===== src/rtl/mem_port_ctrl.sv =====
// mem_port_ctrl
// Single-port memory arbiter and pipeline stall controller. One memory bus is
// shared between instruction fetch (IF) and the MEM stage, with MEM given fixed
// priority. Bus-wait stalls are merged with the ID/EX stall requests into the
// stall vector for the pc, if_id, id_ex, ex_mem, mem_wb and wb registers.
//
// Optional feature macro: BUS_TIMEOUT_EN
//   Defined   : a wait counter aborts a bus access after TIMEOUT wait cycles
//               without ack; the owner gets done with rdata=0 and o_bus_err=1.
//   Undefined : WAIT holds until ack; o_bus_err is tied to 0.
//
// Ports
//   clk, rst          clock, synchronous active-high reset
//   i_if_req/addr     fetch request (held until o_if_done) and address
//   o_if_rdata/done   fetched word, one-cycle completion pulse
//   i_mem_req/we/addr/wdata/be
//                     load/store request (held until o_mem_done)
//   o_mem_rdata/done  load data, one-cycle completion pulse
//   o_bus_req/we/addr/wdata/be
//                     bus request and attributes (stable while o_bus_req=1)
//   i_bus_ack/rdata   bus completion and read data
//   o_bus_err         one-cycle timeout pulse
//   i_stallreq_id/ex  load-use and multi-cycle ALU stall requests
//   o_stall[5:0]      1 = stop; bit 0 pc .. bit 5 wb
module mem_port_ctrl #(
  parameter int unsigned TIMEOUT = 16
) (
  input  logic        clk,
  input  logic        rst,
  input  logic        i_if_req,
  input  logic [31:0] i_if_addr,
  output logic [31:0] o_if_rdata,
  output logic        o_if_done,
  input  logic        i_mem_req,
  input  logic        i_mem_we,
  input  logic [31:0] i_mem_addr,
  input  logic [31:0] i_mem_wdata,
  input  logic [3:0]  i_mem_be,
  output logic [31:0] o_mem_rdata,
  output logic        o_mem_done,
  output logic        o_bus_req,
  output logic        o_bus_we,
  output logic [31:0] o_bus_addr,
  output logic [31:0] o_bus_wdata,
  output logic [3:0]  o_bus_be,
  input  logic        i_bus_ack,
  input  logic [31:0] i_bus_rdata,
  output logic        o_bus_err,
  input  logic        i_stallreq_id,
  input  logic        i_stallreq_ex,
  output logic [5:0]  o_stall
);

  typedef enum logic [1:0] {
    IDLE,
    IF_WAIT,
    MEM_WAIT,
    RESP
  } state_t;

  state_t      r_state;
  state_t      w_next;
  logic        r_owner_mem;
  logic        r_bus_we;
  logic [31:0] r_bus_addr;
  logic [31:0] r_bus_wdata;
  logic [3:0]  r_bus_be;
  logic [31:0] r_if_rdata;
  logic [31:0] r_mem_rdata;
  logic        r_err;
  logic        w_in_wait;
  logic        w_timeout;
  logic        w_if_pend;
  logic        w_mem_pend;

  assign w_in_wait = (r_state == IF_WAIT) || (r_state == MEM_WAIT);

`ifdef BUS_TIMEOUT_EN
  localparam logic [4:0] LP_CNT_LAST = 5'(TIMEOUT - 1);

  logic [4:0] r_wait_cnt;

  // WAIT is only ever entered from IDLE, so clearing while idle is the same
  // as clearing on entry to a WAIT state.
  always_ff @(posedge clk) begin
    if (rst) begin
      r_wait_cnt <= '0;
    end else if (r_state == IDLE) begin
      r_wait_cnt <= '0;
    end else if (w_in_wait && !i_bus_ack) begin
      r_wait_cnt <= r_wait_cnt + 5'd1;
    end
  end

  assign w_timeout = w_in_wait && !i_bus_ack && (r_wait_cnt == LP_CNT_LAST);
`else
  // TIMEOUT has no effect in this build; it stays so overrides remain legal.
  logic w_unused_timeout;
  assign w_unused_timeout = (TIMEOUT == 0);
  assign w_timeout        = 1'b0;
`endif

  always_ff @(posedge clk) begin
    if (rst) begin
      r_state <= IDLE;
    end else begin
      r_state <= w_next;
    end
  end

  always_comb begin
    w_next = r_state;
    unique case (r_state)
      IDLE: begin
        if (i_mem_req) begin
          w_next = MEM_WAIT;
        end else if (i_if_req) begin
          w_next = IF_WAIT;
        end
      end
      IF_WAIT, MEM_WAIT: begin
        if (i_bus_ack || w_timeout) begin
          w_next = RESP;
        end
      end
      RESP:    w_next = IDLE;
      default: w_next = IDLE;
    endcase
  end

  always_ff @(posedge clk) begin
    if (rst) begin
      r_owner_mem <= 1'b0;
      r_bus_we    <= 1'b0;
      r_bus_addr  <= '0;
      r_bus_wdata <= '0;
      r_bus_be    <= '0;
      r_if_rdata  <= '0;
      r_mem_rdata <= '0;
      r_err       <= 1'b0;
    end else begin
      r_err <= 1'b0;
      unique case (r_state)
        IDLE: begin
          if (i_mem_req) begin
            r_owner_mem <= 1'b1;
            r_bus_we    <= i_mem_we;
            r_bus_addr  <= i_mem_addr;
            r_bus_wdata <= i_mem_wdata;
            r_bus_be    <= i_mem_be;
          end else if (i_if_req) begin
            r_owner_mem <= 1'b0;
            r_bus_we    <= 1'b0;
            r_bus_addr  <= i_if_addr;
            r_bus_be    <= '1;
          end
        end
        IF_WAIT, MEM_WAIT: begin
          if (i_bus_ack) begin
            if (r_owner_mem) begin
              r_mem_rdata <= i_bus_rdata;
            end else begin
              r_if_rdata <= i_bus_rdata;
            end
          end else if (w_timeout) begin
            r_err <= 1'b1;
            if (r_owner_mem) begin
              r_mem_rdata <= '0;
            end else begin
              r_if_rdata <= '0;
            end
          end
        end
        default: ;
      endcase
    end
  end

  assign o_bus_req   = w_in_wait;
  assign o_bus_we    = r_bus_we;
  assign o_bus_addr  = r_bus_addr;
  assign o_bus_wdata = r_bus_wdata;
  assign o_bus_be    = r_bus_be;
  assign o_bus_err   = r_err;
  assign o_if_rdata  = r_if_rdata;
  assign o_mem_rdata = r_mem_rdata;
  assign o_if_done   = (r_state == RESP) && !r_owner_mem;
  assign o_mem_done  = (r_state == RESP) && r_owner_mem;

  assign w_mem_pend = i_mem_req && !o_mem_done;
  assign w_if_pend  = i_if_req && !o_if_done;

  always_comb begin
    o_stall = '0;
    if (w_mem_pend) begin
      o_stall = 6'b011111;
    end else if (i_stallreq_ex) begin
      o_stall = 6'b001111;
    end else if (i_stallreq_id) begin
      o_stall = 6'b000111;
    end else if (w_if_pend) begin
      o_stall = 6'b000011;
    end
  end

endmodule


===== config.mk =====
export PLATFORM = sky130hd
export DESIGN_NAME = mem_port_ctrl
export DESIGN_NICKNAME = d
export VERILOG_FILES = /design/src/rtl/mem_port_ctrl.sv
export SDC_FILE = /design/constraint.sdc
export NUM_CORES = 1
export LEC_CHECK = 0
export ABC_AREA = 1
export ABC_CLOCK_PERIOD_IN_PS = 1400
export BUFFER_PORTS_ARGS = -buffer_cell sky130_fd_sc_hd__buf_2
export CORE_UTILIZATION = 35
export DETAILED_ROUTE_END_ITERATION = 8
export PLACE_DENSITY = 0.67
export SLEW_MARGIN = 30
export SYNTH_ARGS = -nofsm -noshare
export SYNTH_HDL_FRONTEND = slang
export SYNTH_SLANG_ARGS = --single-unit

===== constraint.sdc =====
create_clock -name clk -period 1.4 [get_ports clk]
set_input_delay 0.14 -clock clk [delete_from_list [all_inputs] [get_ports clk]]
set_output_delay 0.14 -clock clk [all_outputs]
set_load 0.05 [all_outputs]

Word-level counts from Yosys, hierarchy flattened
Cells that the tools add are included.
{"block": "totals", "input_bits": 140, "out_inout_bits": 143, "reg_bits": 136}
{"block": "classes", "mux": 15, "n_bitwise": 1, "eq_ne": 5, "n_reduce_logical": 16}
{"op": "two-way mux 32 bit", "count": 2}
{"op": "two-way mux 4 bit", "count": 3}
{"op": "two-way mux 2 bit", "count": 4}
{"op": "one-hot mux 2 bit (3 select lines)", "count": 1}
{"op": "AND reduction 2 bit", "count": 3}
{"op": "AND reduction 3 bit", "count": 2}
{"op": "two-way mux 5 bit", "count": 1}
{"op": "equality test 2 bit (second input constant)", "count": 2}
{"op": "logical AND 1 bit", "count": 4}
{"op": "logical NOT 1 bit", "count": 3}
{"op": "two-way mux 1 bit", "count": 3}
{"op": "two-way mux 3 bit", "count": 1}
{"op": "!= test 3 bit (second input constant)", "count": 1}
{"op": "equality test 2 x 1 -> 1 bit (second input constant)", "count": 1}
{"op": "logical NOT 2 bit", "count": 1}
{"op": "!= test 2 bit (second input constant)", "count": 1}
{"op": "nonzero test 2 bit", "count": 1}
{"op": "OR reduction 2 bit", "count": 1}
{"op": "logical OR 1 bit", "count": 1}
{"op": "NOT 1 bit", "count": 1}

Depth between registers and ports, before layout
Gate-level depths: netlist of run 1.
{"block": "depth", "word_depth": 8, "depth_mapped": 8}

Least setup slack after synthesis of run 1
Ideal clock, no wire load.
{"block": "synth_path", "path_kind": "register to register", "from": "register r_state[0]", "to": "register r_if_rdata[10] (netlist: o_if_rdata[10])", "path_slack_ns": -0.354, "stages_incl_launch_ff": 9, "arrival_ns": 1.637, "cell_sequence": "dfxtp_1 > inv_1 > ha_1 > nand2_1 > nor2_2 > inv_2 > buf_2 > nor2_1 > nor2_1"}
{"block": "synth_via", "elab_chain_cells": 3, "elab_cells_between_ends": 4, "classes_between": "eq/ne (2); reduce/logical (2)"}
{"item": "from (decl)", "line": "61", "text": "state_t r_state;"}
{"item": "from (signal assigned)", "line": "107", "text": "r_state <= w_next;"}
{"item": "equality test 2 x 1 -> 1 bit / equality test 2 bit (equally long branches)", "line": "143", "text": "unique case (r_state)"}
{"item": "OR reduction 2 bit (*)", "line": "143"}
{"item": "AND reduction 3 bit (no source line) (*)"}
{"item": "to (signal assigned)", "line": "163", "text": "r_if_rdata <= i_bus_rdata;"}
{"item": "to (decl)", "line": "68", "text": "logic [31:0] r_if_rdata;"}
Mark *: on every way between the ends. The rest lies on a longest branch, timed or not.
A chain may end at the register's enable or synchronous reset.

Worst setup path in the final report of run 1
{"block": "layout_path", "from": "register r_state[0]", "to": "output port o_stall[0]"}
{"block": "layout_via", "elab_chain_cells": 8, "elab_cells_between_ends": 11, "classes_between": "eq/ne (1); mux (4); reduce/logical (6)"}
{"item": "equality test 2 bit (*)", "line": "187, 188"}
{"item": "logical AND 1 bit", "line": "187", "text": "assign o_if_done = (r_state == RESP) && !r_owner_mem;"}
{"item": "logical NOT 1 bit", "line": "191", "text": "assign w_if_pend = i_if_req && !o_if_done;"}
{"item": "logical AND 1 bit", "line": "191"}
{"item": "two-way mux 2 bit", "line": "201", "text": "end else if (w_if_pend) begin"}
{"item": "two-way mux 3 bit", "line": "199", "text": "end else if (i_stallreq_id) begin"}
{"item": "two-way mux 4 bit", "line": "197", "text": "end else if (i_stallreq_ex) begin"}
{"item": "two-way mux 5 bit (*)", "line": "195", "text": "if (w_mem_pend) begin"}
{"item": "to (decl)", "line": "51", "text": "output logic [5:0] o_stall"}
Marks and branches as above.

==> metrics.md, run 1 <==
| Metric | Value |
|---|---|
| Clock skew | roughly 0.0073 ns |
| N_diodes | 0 |
| Cell total after placement | 1237 |
| GP Congestion | between 0.7 and 0.8 |
| Die W | between 100 and 150 um |
| Root Driver | clkbuf_16 |
| Period minus WS final | ~1.7 ns |
| Initial core utilization | between 30 and 40% |
| Failing checks | negative setup slack |
| Ys flop type | dfxtp_1 |
| DR pass1 iterations | 4 |
| Via/cell ratio | between 4 and 5 |
| Maximum VDD drop | about 1500 uV |
| Outcome | finished, violations left |
| Unrepaired setup endpoints after global routing | true |
| CTS tree | built |
| Grt met1 use | between 20% and 30% |
| Fill cells | 1367 |
| Finish-stage setup viols | about 120 |
| Worst setup SP type | register |
| Max_cap viols | 0 |
| Vias in the first global route | approximately 5800 |
| Most frequent cell after synthesis | nand2_1 |
| Top post-synthesis cells by area | dfxtp_1 (50%), nand2_1 (17%), nor2_1 (14%) |
| Overall Power | approximately 0.020 W |
| Synthesized flop and latch total | 136 |
| First-pass GRT wire length | about 27000 um |
| Worst Setup Path Type | reg -> out |
| Crit share post-route | 119% |
| Crit-path max FO | 2 |
| Setup TNS | -6.79 ns |
| Rows | 45 |
| Share of layout cells above drive strength 1 | 36.1% |
| Post-Syn Area | approximately 5500 um2 |
| Routed length per placed instance | 13.8 um |
| Die area | between 15000 and 20000 um2 |
| Layout area overhead | 65.5% |
| Io pins | around 280 |
| Register area share after synthesis | 49.9% |
| Netlist cell types | 18 |
| CTS Buf Count | 17 |
| Clk sinks | around 140 |
| Crit path DAT | 1.53 ns |
| Critical Path RT | roughly 1.3 ns |
| Antenna violations before repair | 0 |
| List of most frequent post-synthesis cells | nand2_1 (240), nor2_1 (198), dfxtp_1 (136) |
| Area of the multi-input gates | approximately 2500 um2 |
| Hold Vio Cnt, Final | 0 |
| Register Area | approximately 2700 um2 |
| Post-Route WL | 18700 um |
| Iteration-0 DRC Markers | between 200 and 300 |
| Fin. max-slew vios | 0 |
| Leakage | between 4 and 5 nW |
| Total gr overflow | 0 |
| Chip height | between 100 and 150 um |
| Hold Crit Depth | 5 |
| ANT nets after route | 0 |
| Setup ws final | -0.268 ns |
| Pwr/cell area | between 2000 and 2500 nW/um2 |
| Top achievable clock speed | around 600 MHz |
| Fin cells | around 1400 |
| Post-synth EDFFs | 0 |
| Hold crit path type | in -> reg |
| Synth top area share | between 40% and 50% |
| Dominant cell type by area after synthesis | dfxtp_1 |
| CTS H-tree lvls | 4 |
| Met2 GRT Util | between 30% and 40% |
| Synth Warn # | 0 |
| Ys async rst share | 0% |
| Clk slew on worst S/H paths | around 0.06 ns |
| Syn avg cell area | between 6 and 7 um2 |
| Post-place setup slack | -0.0556 ns |
| Global routing usage on met3 | about 6.7% |
| Core Box Area | about 15000 um2 |
| Via count | around 6300 |
| Total GRT Usage | a little over a fifth |
| Skew-Pair Late Insertion Delay | roughly 0.42 ns |
| Busiest grt layer | met2 |
| Final #Nets | roughly 1300 |
| Largest net degree at the start of global routing | 57 |
| Worst Reg-to-Reg Cells | 8 |
| Gate Count Post-Synth | between 700 and 800 |
| Post-layout util | between 50 and 60% |
| Drc violations | 0 |
| Buffers added on ports | between 200 and 300 |
| CP endpoint kind | primary output |
| Clock Path Buffers | 2 |
| HPWL Detailed | approximately 11000 um |
==> where the power goes <==
| part | switching [W] | total [W] | internal [W] |
|---|---|---|---|
| registers | 0.000561 | 0.00550 | 0.00494 |
| logic | 0.00714 | 0.0107 | 0.00359 |
| clock network | 0.00175 | 0.00426 | 0.00251 |
==> logic make-up after synthesis <==
| logic type | after synthesis | share of synthesized area [%] |
|---|---|---|
| and+or+nand+nor | 442 | 30.6 |
| DFF | 136 | 49.9 |
| AOI/OAI and AO/OA | 110 | 10.3 |
| buffers and inverters | 102 | 8.42 |
| adders and majority gates | 3 | 0.688 |
| other | 1 | 0.0687 |
==> registers in the layout (all words and copies together) (netlist names) <==
signal	flops
o_bus_wdata	32
o_mem_rdata	32
r_state	2
o_bus_be	4
o_if_rdata	32
o_bus_we	1
o_bus_addr	32
r_owner_mem	1
==> critical path, cell delays in order (launching register included) <==
cell     delay [ns]
dfxtp_2        0.33
buf_6          0.10
ha_4           0.13
inv_2          0.04
o21ai_2        0.12
nand4_1        0.18
buf_6          0.21
==> metal layers <==
layer | share of wire (%) | vias up
met3 | 7.6 | 56
met2 | 50 | 277
met1 | 39 | 2819
met4 | 3.3 | 0
li1 | - | 3168
met5 | 0 | -
==> through the flow <==
step / instance area (um2) / hold slack [ns]
CTS: 8490 / 0.00331
detailed placement: 7140 / 0.387
global placement: 7140 / 0.379
global route: 9030 / 0.0575
floorplan: 5500 / 0.275
finish: 9030 / 0.0383
==> layout by cell type, fill, tap and decap left out, types with 2 or more instances in the layout <==
master         count
nor2_4             2
o21ai_2            6
inv_1             42
o21ai_0           36
a21oi_1           37
buf_12            11
nor2_2            33
nor2_1           164
dfxtp_1          133
buf_8              3
clkbuf_16         25
nand2_4            2
ha_4               2
clkinvlp_4         5
nand3_2            2
inv_4              2
inv_6              5
nand2_2            4
nand2_1          234
buf_6             17
inv_2              4
conb_1             2
buf_2            272
buf_4             18
o21ai_1           29
clkbuf_1           2
dfxtp_2            3
dlygate4sd3_1     69
==> worst paths after layout <==
path,start,end,slack [ns]
hold reg to reg,o_bus_be[1]$_SDFFE_PP0P_,o_bus_be[1]$_SDFFE_PP0P_,0.44
setup / recovery,r_state[0]$_SDFFE_PP0P_,o_stall[0],-0.27
setup reg to reg,r_state[0]$_SDFFE_PP0P_,o_if_rdata[11]$_SDFFE_PP0P_,-0.14
hold / removal,i_if_addr[26],o_bus_addr[26]$_SDFFE_PP0P_,0.04
==> final cells by class <==
class                   instances  area share (%)
well taps                     188            2.61
multi-input cells             557            27.2
clock buffers                  20            4.95
inverters                      50            2.27
flip-flops and latches        136            30.2
clock inverters                12            1.29
repair buffers                398            31.5
==> timing repair <==
item	CTS	global route
pin swaps	2	6
setup endpoints to repair	40	114
endpoints found under the hold margin	99	1
buffers inserted	2	10
resized for setup	28	94
hold buffers	68	1
gates cloned	0	11
No activity file was read; power rests on OpenSTA's default activity.
==> run 2, diff against run 1 <==
Settings changed: REMOVE_ABC_BUFFERS set to 1.
==> run 2 against run 1 <==
The run still ends with negative setup slack left. Clock-buffer cell count up 1. Sequential share of layout area up 1.2 points. Hold slack worse by 0.028 ns. Die area unchanged. Cell count down 1.7%. First-iteration DRC count down 10%. Sequential power down 0.9%. Routed wire length down 6.2%. Core utilization down 2.2 points. Maximum frequency up 0.88%. Combinational power down 13%. Global-route usage up 0.49 points. Critical path type unchanged.
==> metrics.md, run 2 (same netlist as run 1, synthesis figures left out) <==
| Metric | Value |
|---|---|
| Crit-path max FO | 4 (was 2) |
| Post-Place Cell Area | 7130 um2 (was 7140 um2) |
| Cell area after layout | 8690 um2 (was 9030 um2) |
| Period minus WS final | 1.65 ns (was 1.67 ns) |
| Antenna violations before repair | 0 (unchanged) |
| Failing checks | negative setup slack (unchanged) |
| Buffers added on ports | 280 (unchanged) |
| Unrepaired setup endpoints after global routing | true (unchanged) |
| Finish-stage setup viols | 72 (was 118) |
| Io pins | 283 (unchanged) |
| HPWL Detailed | 11300 um (was 11200 um) |
| Layout area overhead | 59.3% (was 65.5%) |
| Setup ws final | -0.253 ns (was -0.268 ns) |
| GP Congestion | 0.790 (was 0.795) |
| Hold Vio Cnt, Final | 0 (unchanged) |
| ANT nets after route | 0 (unchanged) |
| Clk slew on worst S/H paths | 0.06 ns (about the same) |
| CTS H-tree lvls | 4 (unchanged) |
| Commonest non-fill, non-tap cell in the layout | buf_2 (unchanged) |
| Maximum VDD drop | 1270 uV (was 1510 uV) |
| CTS Buf Count | 17 (unchanged) |
| Root Driver | clkbuf_16 (unchanged) |
| Commonest cells after routing, fill and taps aside | buf_2 (272), nand2_1 (237), nor2_1 (198), dfxtp_1 (133), dlygate4sd3_1 (65) (was buf_2 (272), nand2_1 (234), nor2_1 (164), dfxtp_1 (133), dlygate4sd3_1 (69)) |
| Outcome | finished, violations left (unchanged) |
| Rows | 45 (unchanged) |
| Via/cell ratio | 4.56 (was 4.64) |
| Drc violations | 0 (unchanged) |
| Worst setup SP type | register (unchanged) |
| Flop-to-flop setup slack | -0.24 ns (was -0.14 ns) |
| N_diodes | 0 (unchanged) |
| Total gr overflow | 0 (unchanged) |
| Clock skew | 0.00927 ns (was 0.00731 ns) |
| CTS tree | built (unchanged) |
| Crit path DAT | 1.51 ns (was 1.53 ns) |
| Critical Path RT | 1.26 ns (about the same) |
| Chip height | 127 um (unchanged) |
| Worst Setup Path Type | reg -> out (unchanged) |
| Iteration-0 DRC Markers | 239 (was 267) |
| Die area | 16100 um2 (unchanged) |
| Crit share post-route | 118% (was 119%) |
| Vias in the first global route | 5650 (was 5807) |
| Die W | 127 um (unchanged) |
| Skew-Pair Late Insertion Delay | 0.41 ns (was 0.42 ns) |
| Core Box Area | 15200 um2 (unchanged) |
| DR pass1 iterations | 4 (unchanged) |
| Max_cap viols | 0 (unchanged) |
| Final hold slack | 0.0102 ns (was 0.0383 ns) |
| Pwr/cell area | 2250 nW/um2 (was 2270 nW/um2) |
| Fin. max-slew vios | 0 (unchanged) |
| Hold crit path type | in -> reg (unchanged) |
| Largest net degree at the start of global routing | 61 (was 57) |
| Leakage | 4.50 nW (was 4.64 nW) |
| Top achievable clock speed | 605 MHz (was 600 MHz) |
| Clk sinks | 136 (unchanged) |
| Post-Route WL | 17600 um (was 18700 um) |
| Setup TNS | -4.62 ns (was -6.79 ns) |
| Fill cells | 1360 (was 1367) |
| Share of layout cells above drive strength 1 | 32.1% (was 36.1%) |
| Routed length per placed instance | 13.1 um (was 13.8 um) |
| Via count | 6100 (was 6320) |
| Clock Path Buffers | 2 (unchanged) |
| Total GRT Usage | 21.6% (was 21.1%) |
| Final #Nets | 1281 (was 1303) |
| CP endpoint kind | primary output (unchanged) |
| First-pass GRT wire length | 27400 um (was 27000 um) |
| Initial core utilization | 35.9% (unchanged) |
-- run 2: cell count changes in the layout (fill, tap and decap cells not counted), moves of 3 or more --
| cell | previous run | this run |
|---|---|---|
| dlygate4sd3_1 | 69 | 65 |
| inv_6 | 5 | 2 |
| nor2_2 | 33 | 1 |
| o21ai_1 | 29 | 7 |
| a21oi_1 | 37 | 27 |
| clkinvlp_4 | 5 | 1 |
| clkbuf_16 | 25 | 18 |
| o21ai_0 | 36 | 63 |
| bufinv_16 | 1 | 4 |
| buf_6 | 17 | 8 |
| a21oi_2 | 1 | 11 |
| nor2_1 | 164 | 198 |
| o21ai_2 | 6 | 1 |
| nand2_1 | 234 | 237 |
-- run 2: per-layer routing --
layer / global-route usage (%) / up-vias / wire length, um
met5: 0 / - / 0
met4: 8.82 / 0 / 450
met3: 7.00 / 33 / 1290
met2: 37.0 / 252 / 8520
met1: 24.8 / 2708 / 7320
li1: - / 3107 / -
-- run 2: worst paths after layout --
kind,startpoint,endpoint,cells past startpoint
max,r_state[0]$_SDFFE_PP0P_,o_stall[0],6
min reg2reg,o_bus_be[1]$_SDFFE_PP0P_,o_bus_be[1]$_SDFFE_PP0P_,2
max reg2reg,r_state[0]$_SDFFE_PP0P_,o_mem_rdata[10]$_SDFFE_PP0P_,8
min,i_mem_wdata[3],o_bus_wdata[3]$_SDFFE_PP0P_,3
-- run 2: timing repair --
action / 4_1_cts / 5_1_grt
setup endpoints to repair: 74 / 87
pin swaps: 4 / 1
gates resized for setup: 38 / 21
hold endpoints to repair: 94 / 0
hold buffers: 65 / 0
gates cloned: 2 / 1
setup buffers: 1 / 0
-- run 2: where the power goes --
part           switching [W]  internal (W)
sequential          0.000511       0.00493
combinational        0.00666       0.00271
clock                0.00168       0.00308
-- run 2: area by class of cell --
type,instances,area (um2),share of cell area (%)
well taps,188,235,2.71
multi-input cells,557,2370,27.3
clock inverters,10,168,1.93
clock buffers,21,460,5.30
repair buffers,376,2530,29.1
inverters,50,200,2.30
flip-flops and latches,136,2730,31.4
-- run 2: stage by stage --
step	utilization (%)	setup WS [ns]	power [W]	instances
after floorplan	-	-0.929	0.0116	743
after global placement	46.9	-0.0876	0.0142	1238
after detailed placement	46.9	-0.172	0.0143	1238
after CTS	56.6	-0.277	0.0196	1337
after global routing	57.2	-0.329	0.0207	1338
final	57.2	-0.253	0.0196	1338
-- run 2: worst max-delay path, cell delays in order, from the launching register on --
cell     delay [ns]
dfxtp_2        0.32
buf_6          0.11
ha_4           0.15
nand2_2        0.09
nand2_4        0.07
nand4_1        0.18
buf_6          0.19
